--- config.mk ---
export PLATFORM = sky130hd
export DESIGN_NAME = prog_loader_mem
export DESIGN_NICKNAME = d
export VERILOG_FILES = /design/src/rtl/cpu_pkg.sv /design/src/rtl/mem_array.sv /design/src/rtl/prog_loader_mem.sv
export SDC_FILE = /design/constraint.sdc
export NUM_CORES = 1
export LEC_CHECK = 0
export BUFFER_PORTS_ARGS = -buffer_cell sky130_fd_sc_hd__buf_4
export CELL_PAD_IN_SITES_DETAIL_PLACEMENT = 1
export CELL_PAD_IN_SITES_GLOBAL_PLACEMENT = 1
export CORE_MARGIN = 4
export CORE_UTILIZATION = 55
export CTS_BUF_LIST = sky130_fd_sc_hd__clkbuf_8
export CTS_CLUSTER_SIZE = 25
export DETAILED_ROUTE_END_ITERATION = 12
export PLACE_DENSITY = 0.91
export SKIP_CTS_REPAIR_TIMING = 1
export SLEW_MARGIN = 20
export SYNTH_ARGS = -nofsm -noshare
export SYNTH_HDL_FRONTEND = slang
export SYNTH_SLANG_ARGS = --single-unit
--- constraint.sdc ---
create_clock -name clk -period 5.8 [get_ports clk]
set_clock_uncertainty 0.15 [all_clocks]
set_input_delay 1.74 -clock clk [delete_from_list [all_inputs] [get_ports clk]]
set_output_delay 1.74 -clock clk [all_outputs]
set_load 0.01 [all_outputs]
--- src/rtl/cpu_pkg.sv ---
// Shared definitions for the accumulator CPU and its memory-side blocks.
//  - CPU_AW / CPU_DW : default address and data widths used by the CPU, PC, MAR and M
//  - state_t         : prog_loader_mem sequencing states
package cpu_pkg;

  localparam int CPU_AW = 4;
  localparam int CPU_DW = 8;

  typedef enum logic [1:0] {
    ST_CLEAR = 2'd0,
    ST_RUN   = 2'd1,
    ST_LOAD  = 2'd2
  } state_t;

endpackage

--- src/rtl/mem_array.sv ---
// DEPTH x DW register file with one synchronous write port and one
// asynchronous read port. The storage has no reset; its owner initialises it.
// Ports:
//  clk       in  clock
//  i_we      in  write enable
//  i_waddr   in  write address
//  i_wdata   in  write data
//  i_raddr   in  read address
//  o_rdata   out combinational read data for i_raddr
module mem_array #(
  parameter int AW = 4,
  parameter int DW = 8
) (
  input  logic          clk,
  input  logic          i_we,
  input  logic [AW-1:0] i_waddr,
  input  logic [DW-1:0] i_wdata,
  input  logic [AW-1:0] i_raddr,
  output logic [DW-1:0] o_rdata
);

  localparam int DEPTH = 2 ** AW;

  logic [DW-1:0] r_mem [DEPTH];

  always_ff @(posedge clk) begin
    if (i_we) begin
      r_mem[i_waddr] <= i_wdata;
    end
  end

  assign o_rdata = r_mem[i_raddr];

endmodule

--- src/rtl/prog_loader_mem.sv ---
// Memory-side responder for the accumulator CPU. Serves CPU reads/writes from a
// 16x8 array, and lets a host stream a full program image into the array while
// the CPU is held in reset. After reset the array is cleared to FILL, then the
// CPU is released.
//
// Handshakes:
//  host byte : transferred on a rising edge where ld_valid && ld_ready; ld_data
//              must be stable while ld_valid is high. ld_ready is only high in
//              LOAD, so no byte is ever lost or duplicated.
//  cpu read  : cpu_rd at an edge -> cpu_rvalid high for exactly the next cycle
//              with cpu_rdata valid in that same cycle; no backpressure.
//
// Ports:
//  clk, RESET          clock, synchronous active-low reset
//  ld_start            request a program load (honoured only in RUN)
//  ld_valid/ld_data    host byte stream, address 0 first
//  ld_ready            host byte may be accepted
//  ld_done             one-cycle pulse after the last image byte
//  cpu_rst_n           CPU reset, high only while in RUN
//  cpu_addr/rd/wr/wdata CPU memory request
//  cpu_rdata/rvalid    registered read response
//  dbg_state           current sequencing state, for observation
module prog_loader_mem
  import cpu_pkg::*;
#(
  parameter int            AW   = CPU_AW,
  parameter int            DW   = CPU_DW,
  parameter logic [DW-1:0] FILL = '0
) (
  input  logic          clk,
  input  logic          RESET,
  input  logic          ld_start,
  input  logic          ld_valid,
  input  logic [DW-1:0] ld_data,
  output logic          ld_ready,
  output logic          ld_done,
  output logic          cpu_rst_n,
  input  logic [AW-1:0] cpu_addr,
  input  logic          cpu_rd,
  input  logic          cpu_wr,
  input  logic [DW-1:0] cpu_wdata,
  output logic [DW-1:0] cpu_rdata,
  output logic          cpu_rvalid,
  output state_t        dbg_state
);

  // Last word address; sequences end here explicitly rather than by wrapping.
  localparam logic [AW-1:0] LAST = '1;

  state_t        r_state;
  logic [AW-1:0] r_cnt;
  logic          r_ld_ready;
  logic          r_ld_done;
  logic          r_cpu_rst_n;
  logic [DW-1:0] r_rdata;
  logic          r_rvalid;

  logic          w_we;
  logic [AW-1:0] w_waddr;
  logic [DW-1:0] w_wdata;
  logic [DW-1:0] w_mem_rdata;

  // Single write port, owned by exactly one source per state. Nothing is
  // written while RESET is asserted, and a CPU write coinciding with
  // ld_start is dropped because the load takes priority.
  always_comb begin
    w_we    = 1'b0;
    w_waddr = r_cnt;
    w_wdata = FILL;
    if (RESET) begin
      case (r_state)
        ST_CLEAR: begin
          w_we = 1'b1;
        end
        ST_LOAD: begin
          w_we    = ld_valid && r_ld_ready;
          w_wdata = ld_data;
        end
        ST_RUN: begin
          w_we    = cpu_wr && !ld_start;
          w_waddr = cpu_addr;
          w_wdata = cpu_wdata;
        end
        default: begin
          w_we = 1'b0;
        end
      endcase
    end
  end

  mem_array #(
    .AW (AW),
    .DW (DW)
  ) u_mem (
    .clk     (clk),
    .i_we    (w_we),
    .i_waddr (w_waddr),
    .i_wdata (w_wdata),
    .i_raddr (cpu_addr),
    .o_rdata (w_mem_rdata)
  );

  always_ff @(posedge clk) begin
    if (!RESET) begin
      r_state     <= ST_CLEAR;
      r_cnt       <= '0;
      r_ld_ready  <= 1'b0;
      r_ld_done   <= 1'b0;
      r_cpu_rst_n <= 1'b0;
      r_rdata     <= '0;
      r_rvalid    <= 1'b0;
    end else begin
      r_ld_done <= 1'b0;
      r_rvalid  <= 1'b0;
      case (r_state)
        ST_CLEAR: begin
          if (r_cnt == LAST) begin
            r_cnt       <= '0;
            r_state     <= ST_RUN;
            r_cpu_rst_n <= 1'b1;
          end else begin
            r_cnt <= r_cnt + 1'b1;
          end
        end
        ST_RUN: begin
          if (ld_start) begin
            r_state     <= ST_LOAD;
            r_cnt       <= '0;
            r_ld_ready  <= 1'b1;
            r_cpu_rst_n <= 1'b0;
          end else if (cpu_rd) begin
            r_rvalid <= 1'b1;
            // Write-first: a same-cycle write returns the new data.
            r_rdata  <= cpu_wr ? cpu_wdata : w_mem_rdata;
          end
        end
        ST_LOAD: begin
          if (ld_valid && r_ld_ready) begin
            if (r_cnt == LAST) begin
              r_cnt       <= '0;
              r_ld_ready  <= 1'b0;
              r_ld_done   <= 1'b1;
              r_cpu_rst_n <= 1'b1;
              r_state     <= ST_RUN;
            end else begin
              r_cnt <= r_cnt + 1'b1;
            end
          end
        end
        default: begin
          r_state     <= ST_CLEAR;
          r_cnt       <= '0;
          r_ld_ready  <= 1'b0;
          r_cpu_rst_n <= 1'b0;
        end
      endcase
    end
  end

  assign ld_ready   = r_ld_ready;
  assign ld_done    = r_ld_done;
  assign cpu_rst_n  = r_cpu_rst_n;
  assign cpu_rdata  = r_rdata;
  assign cpu_rvalid = r_rvalid;
  assign dbg_state  = r_state;

endmodule

==> run summary <==
drt pass-1 iters: 5
crit path DAT: 3510 ps
Switching Fraction: 0.2190
Routed WL: 15.54 mm
root buffer cell: clkbuf_8
Worst-path clk slew: 80 ps
Post-Syn Area: 0.006176 mm^2
die height: 114.0 um
post-route ant nets: 0
YS warnings: 0
register area share after synthesis: 0.6807
die area: 0.01299 mm^2
vias in the first global route: 3882
Initial Utilization: 0.5648
CP Class: primary input to flop
Die W: 114.0 um
CP Capture Type: flop
NumNets Final: 445
most frequent cells in the layout: edfxtp_1, buf_4, nor2_1
CTS tree: done
CTS Buf Count: 17
setup TNS: 0 ps
RSZ-0062 raised after global routing: false
Req. time, crit path: 5730 ps
syn_area_per_cell: 16.92 um^2
H-tree levels: 4
Sequential Power Share: 0.577
Placer Congestion: 0.7941
wire length per cell: 27.45 um
maximum VDD drop: 0.0002705 V
# clock sinks: 146
ys flop type: edfxtp_1
# rows: 38
largest net degree at the start of global routing: 38
antenna violations before repair: 0
final setup violation count: 0
Hold WC Path Type: flop to flop
CP startpoint kind: primary input
post-synth net total: 397
Tot Pwr: 1.989 mW
Post-synth EDFFs: 128
Ant. Diodes: 0
f_max: 0.2791 GHz
NetSw: 0.4355 mW
Max Root-Sink Buffers: 2
Yosys reg bits: 146
# port buffers: 39
commonest non-fill, non-tap cell in the layout: edfxtp_1
clk_lat worst skew: 450 ps
share of flip-flops with an asynchronous set or reset: 0
dpl hpwl: 10.54 mm
Synth Instances: 365
Int Pwr: 1.553 mW
Slew Limit Fails: 0
Total GRT Usage: 0.2606
Setup WS post-layout: 2217 ps
final worst-path cycle share: 0.6178
LEAKAGE: 2.486 nW
DRT iter0 DRCs: 426
relative slew slack: 0.4407
Slew @ Worst Pin: 835.8 ps
global-route wire length before repair: 24.07 mm
clock period minus worst slack: 3583 ps
Final Hold Viols: 0
routed vias: 3653
run status: finished, final reports clean
unique cell type count in the Yosys netlist: 46
Max FO, Critical Path: 37
number of fill cells: 983
I/O pin count: 40
grt total ovfl: 0
setup slack at placement: 1756 ps
Power Density: 287.2 mW/mm^2
Area growth, synth to finish: 12.12%
drc violations: 0
combinational fraction of design power: 0.050
Vias/cell: 6.454
layout cell share with drive strength beyond 1: 0.2418
Max-Cap Viols: 0
clock power share: 0.373
Core Footprint: 0.01094 mm^2
state kept, by name, summed over array words and instances (netlist names):
signal	count
u_mem.r_mem	128
cpu_rvalid	1
ld_done	1
ld_ready	1
dbg_state	2
cpu_rst_n	1
r_cnt	4
cpu_rdata	8
power by group through the flow:
stage / clock network, mW / logic, mW / registers [mW]
4_1_cts: 0.754 / 0.0999 / 1.15
2_1_floorplan: 0 / 0.0728 / 1.17
5_1_grt: 0.805 / 0.108 / 1.15
6_report: 0.741 / 0.100 / 1.15
3_3_place_gp: 0 / 0.0928 / 1.17
3_5_place_dp: 0 / 0.0988 / 1.17
stage by stage:
step	cell area, um^2	util	std cells	hold slack, ps
floorplan	6176	-	365	328.9
global placement	6564	0.6002	534	295.5
detailed placement	6564	0.6002	534	325.9
CTS	6924	0.6332	566	345.6
global route	6924	0.6332	566	372.4
finish	6924	0.6332	566	340.1
metal layers:
metal	vias up	routed length [um]	global-route usage
met3	34	1388	0.06790
li1	1569	-	-
met2	211	7369	0.4001
met1	1839	6242	0.3517
met4	0	536	0.1227
met5	-	0	0
final cells by class:
type	count	area [um^2]	area share
clock buffers	17	234.0	0.03379
clock inverters	15	126.4	0.01825
inverters	5	18.77	0.002711
multi-input cells	195	1805	0.2608
flip-flops and latches	146	4204	0.6072
well taps	140	175.2	0.02530
repair buffers	48	360.3	0.05204
path summary, 6_finish.rpt:
| path | start | to | slack (ps) | cells after the start |
|---|---|---|---|---|
| setup / recovery | cpu_addr[0] | u_mem.r_mem[9][4] | 2220 | 4 |
| hold / removal | cpu_rdata[4] | cpu_rdata[4] | 340 | 2 |
| setup reg to reg | dbg_state[0] | u_mem.r_mem[4][6] | 2670 | 7 |
| hold reg to reg | cpu_rdata[4] | cpu_rdata[4] | 340 | 2 |
worst max-delay path, cell delays in order:
cell and delay, ps:
buf_4 510, nor3b_1 290, o21ai_0 320, nor2_1 630
cells in the mapped netlist, types with 6 or more instances:
cell type	count	share of area
a22oi_1	8	0.0097
edfxtp_1	128	0.62
dfxtp_1	18	0.058
o21ai_1	9	0.0073
a32oi_1	8	0.011
nand2_1	9	0.0055
ha_1	6	0.012
mux4_2	24	0.088
a21oi_1	6	0.0049
nor3_1	12	0.0097
mux4_1	8	0.034
nor2_1	36	0.022
a22o_1	16	0.023
cells by family after synthesis:
logic type	count (synthesis)	share of synthesized area
AO/OA/AOI/OAI	70	0.08752
XOR/XNOR	5	0.007090
adder cells (fa/ha/maj)	6	0.01216
buffers and inverters	24	0.02694
flip-flops	146	0.6807
multiplexers	32	0.1216
AND/OR/NAND/NOR	82	0.06402
Note: power is estimated with default switching activity, not from simulation.
